### config.mk
export PLATFORM = sky130hd
export DESIGN_NAME = program_counter
export DESIGN_NICKNAME = d
export VERILOG_FILES = /design/src/rtl/program_counter.sv
export SDC_FILE = /design/constraint.sdc
export NUM_CORES = 1
export LEC_CHECK = 0
export CORE_AREA = 2 2 48 50
export DETAILED_ROUTE_END_ITERATION = 12
export DIE_AREA = 0 0 50 52
export DONT_BUFFER_PORTS = 1
export GPL_TIMING_DRIVEN = 0
export PLACE_DENSITY = 0.83
export SETUP_SLACK_MARGIN = 0.05
export SLEW_MARGIN = 0
export SYNTH_ARGS = -nofsm -noshare
export SYNTH_HDL_FRONTEND = slang
export SYNTH_SLANG_ARGS = --single-unit
### constraint.sdc
create_clock -name clk -period 0.9 [get_ports clk]
set_input_delay 0.135 -clock clk [delete_from_list [all_inputs] [get_ports clk]]
set_output_delay 0.135 -clock clk [all_outputs]
set_load 0.01 [all_outputs]
### src/rtl/program_counter.sv
// Program counter register for the non-pipelined RV32 core.
// Loads next-PC on enabled edges, holds on stall, and clears synchronously to the reset vector.

module program_counter #(
  parameter int unsigned Reg_size = 32
) (
  input  logic                clk,
  input  logic                rst,
  input  logic                en,
  input  logic [Reg_size-1:0] pc_next,
  output logic [Reg_size-1:0] pc_out
);

  localparam logic [Reg_size-1:0] RESET_VECTOR = '0;

  // Declaration initializer gives a defined value before the first reset edge.
  logic [Reg_size-1:0] r_pc = RESET_VECTOR;

  // Reset has priority over enable; pc_next is stored verbatim, all bits.
  always_ff @(posedge clk) begin
    if (rst) begin
      r_pc <= RESET_VECTOR;
    end else if (en) begin
      r_pc <= pc_next;
    end
  end

  assign pc_out = r_pc;

endmodule

# Word level (Yosys, flattened, before mapping)
# Index checks and enable logic that the tools add are counted.
totals:
  wordCells: 1
  inputBits: 35
  register_bits: 32

# Longest topological paths before layout
logic_depth:
  word_depth: 0
  mapped_depth: 4

# Worst setup path after synthesis
# OpenSTA, ideal clock, no wires.
synth_timing:
  path_kind: "in2reg"
  from: "input port en"
  to: "register r_pc[0], in the netlist pc_out[0]"
  setup_ns: 0.128
  path_stages: 4
  n_path_buf: 2
  slack_ns: 0.172
  arrival_time_ns: 0.600
  path_cell_list: "buf_6 -> buf_12 -> mux2i_1 -> nor2_1"
synth_lines:
  columns: ["element", "line", "source"]
  rows:
  - ["from (decl)", "9", "input logic en,"]
  - ["to (signal assigned)", "24", "r_pc <= pc_next;"]
  - ["to (decl)", "17", "logic [Reg_size-1:0] r_pc = RESET_VECTOR;"]

# Final worst setup path
layout_timing:
  from: "register r_pc[25], in the netlist pc_out[25]"
  to: "output port pc_out[25]"
layout_lines:
  columns: ["element", "line", "source"]
  rows:
  - ["to (decl)", "11", "output logic [Reg_size-1:0] pc_out"]
# No word-level cell between the ends.

==> metrics.yaml <==
status: "finished clean"
dp_hpwl_um: 1624
nets: 177
finalNonFillerCells: 171
r2r-start: "pc_out[25]"
netlist_area_sq_um: 1164
holdCritPathClass: "input port to flip-flop"
grt_pass1_wl_um: 4236
grt_antenna_before_repair: 0
wirelength_um: 2701
multi_input_area_sq_um: 440.4
cp-start-kind: "flip-flop"
die_area_sq_um: 2600
critPathMaxFanout: 2
coreArea_sq_um: 2106
cts_made_buffers: 5
end_kind: "primary output"
drcViolationCount: 0
regArea_sq_um: 688.2
utilization: 0.7802
crit_type: "flip-flop to primary output"
dr_total_vias: 867
p_per_area_nw_per_um2: 1826
min_period_over_period: 0.9365
start_util: 0.5526
top_level_ports: 67
rows: 17
worstMarginPinSlew_ns: 0.4397
gr-total-overflow: 0
post_route_cells_drive_above_1_share: 0.3007
finalWeightedCongestion: 0.5798
cts_sinks: 32
largest_reg_flops: 32
crit_start: "pc_out[25]"
yosys_warnings: 0
fin_area_sq_um: 1643
clockBufferDepth: 2
n_antenna_cell: 0
syn_nets: 138
hold_viol_final: 0
p_leak_nw: 0.7371
dp_cells: 131
fillers: 138
io_buffers: 0
cts_tree: "yes"
peakVddDrop_v: 0.001424
finalSetupTns_ns: 0
ys_ff_latch: 32
cts_root_buf: "clkbuf_4"
antenna_left: 0
synth_cell_types: 6
vias_per_cell: 5.070
fmax_mhz: 1186
relSlewSlack: 0.7069
synth_cells: 103
clkLatencyLatePin_ns: 0.31
min-delay-start: "pc_next[8]"
finalClockSkew_ns: 0
clkSlewWorstSetupHoldPaths_ns: 0.10
min_period_ns: 0.8428
cts_max_level: 2
grt_max_degree: 11
area_growth_pct: 41.18
die_width_um: 50
finalSetupViolations: 0
max_cap_violations: 0
maxSlewViolCount: 0
cp_data_required_time_ns: 0.76
syn_area_per_cell_sq_um: 11.30
drt_iter0_drc: 4
yosysSeqAreaShare: 0.5505
avgRoutedWirePerCell_um: 15.80
drtPass1Iterations: 3
die_h_um: 52
rsz0062_at_grt: "true"
arrival_ns: 0.71
cts_setup_buffers: 0
grt_pass1_vias: 951
grtUsageTotal: 0.2287
placed_area_sq_um: 1199
## cells in the final DEF, fill, tap and decap left out
cell / netlist / layout
buf_12: 3 / 3
buf_6: 1 / 1
bufinv_16: 0 / 1
clkbuf_1: 3 / 4
clkbuf_4: 0 / 5
clkinv_2: 0 / 1
dfxtp_2: 0 / 29
dfxtp_4: 0 / 3
dlygate4sd3_1: 0 / 32
mux2i_1: 32 / 32
nor2_1: 32 / 32
## stage by stage
step	power, W	worst slack (ns)	hold slack, ns
floorplan	0.001809	0.1723	0.2074
global placement	0.001837	0.1353	0.2095
detailed placement	0.001856	0.07415	0.2106
CTS	0.003015	0.05046	0.01280
global route	0.003138	0.02383	0.02787
finish	0.003000	0.05717	0.01148
## Yosys cell counts
master    instances  area share
dfxtp_1          32        0.55
nor2_1           32        0.10
buf_6             1      0.0097
clkbuf_1          3      0.0097
buf_12            3       0.052
mux2i_1          32        0.28
## power breakdown
group / total [W] / switching [W] / internal, W
logic: 0.000345 / 0.000135 / 0.000209
registers: 0.00161 / 0.0000984 / 0.00151
clock network: 0.00104 / 0.000460 / 0.000582
## worst paths after layout
check	end	slack [ns]	cells after the start
setup reg to reg	pc_out[25]	0.20	2
hold / removal	pc_out[8]	0.01	2
setup / recovery	pc_out[25]	0.06	0
hold reg to reg	pc_out[5]	0.54	2
## timing repair
action / CTS / global route
endpoints found under the setup margin: 25 / 26
hold buffers: 32 / 0
hold endpoints to repair: 31 / 0
gates resized for setup: 25 / 10
## metal layers
layer	share of wire	vias up	wire length (um)	global-route usage
met1	0.32	400	865	0.1960
li1	-	416	-	-
met5	0	-	0	0
met3	0.062	9	168	0.07471
met2	0.60	42	1610	0.4605
met4	0.021	0	57	0.1157
## cell families after synthesis
group / after synthesis / share of synthesized area
mux: 32 / 0.2753
flops: 32 / 0.5505
simple gates: 32 / 0.1032
buf+inv: 7 / 0.07097
## layout make-up
type / count / area share
multi-input cells: 64 / 0.2681
clock inverters: 2 / 0.02133
well taps: 28 / 0.02133
repair buffers: 32 / 0.1950
plain buffers: 7 / 0.05027
clock buffers: 6 / 0.02513
flip-flops and latches: 32 / 0.4189
No activity file was read; power rests on OpenSTA's default activity.
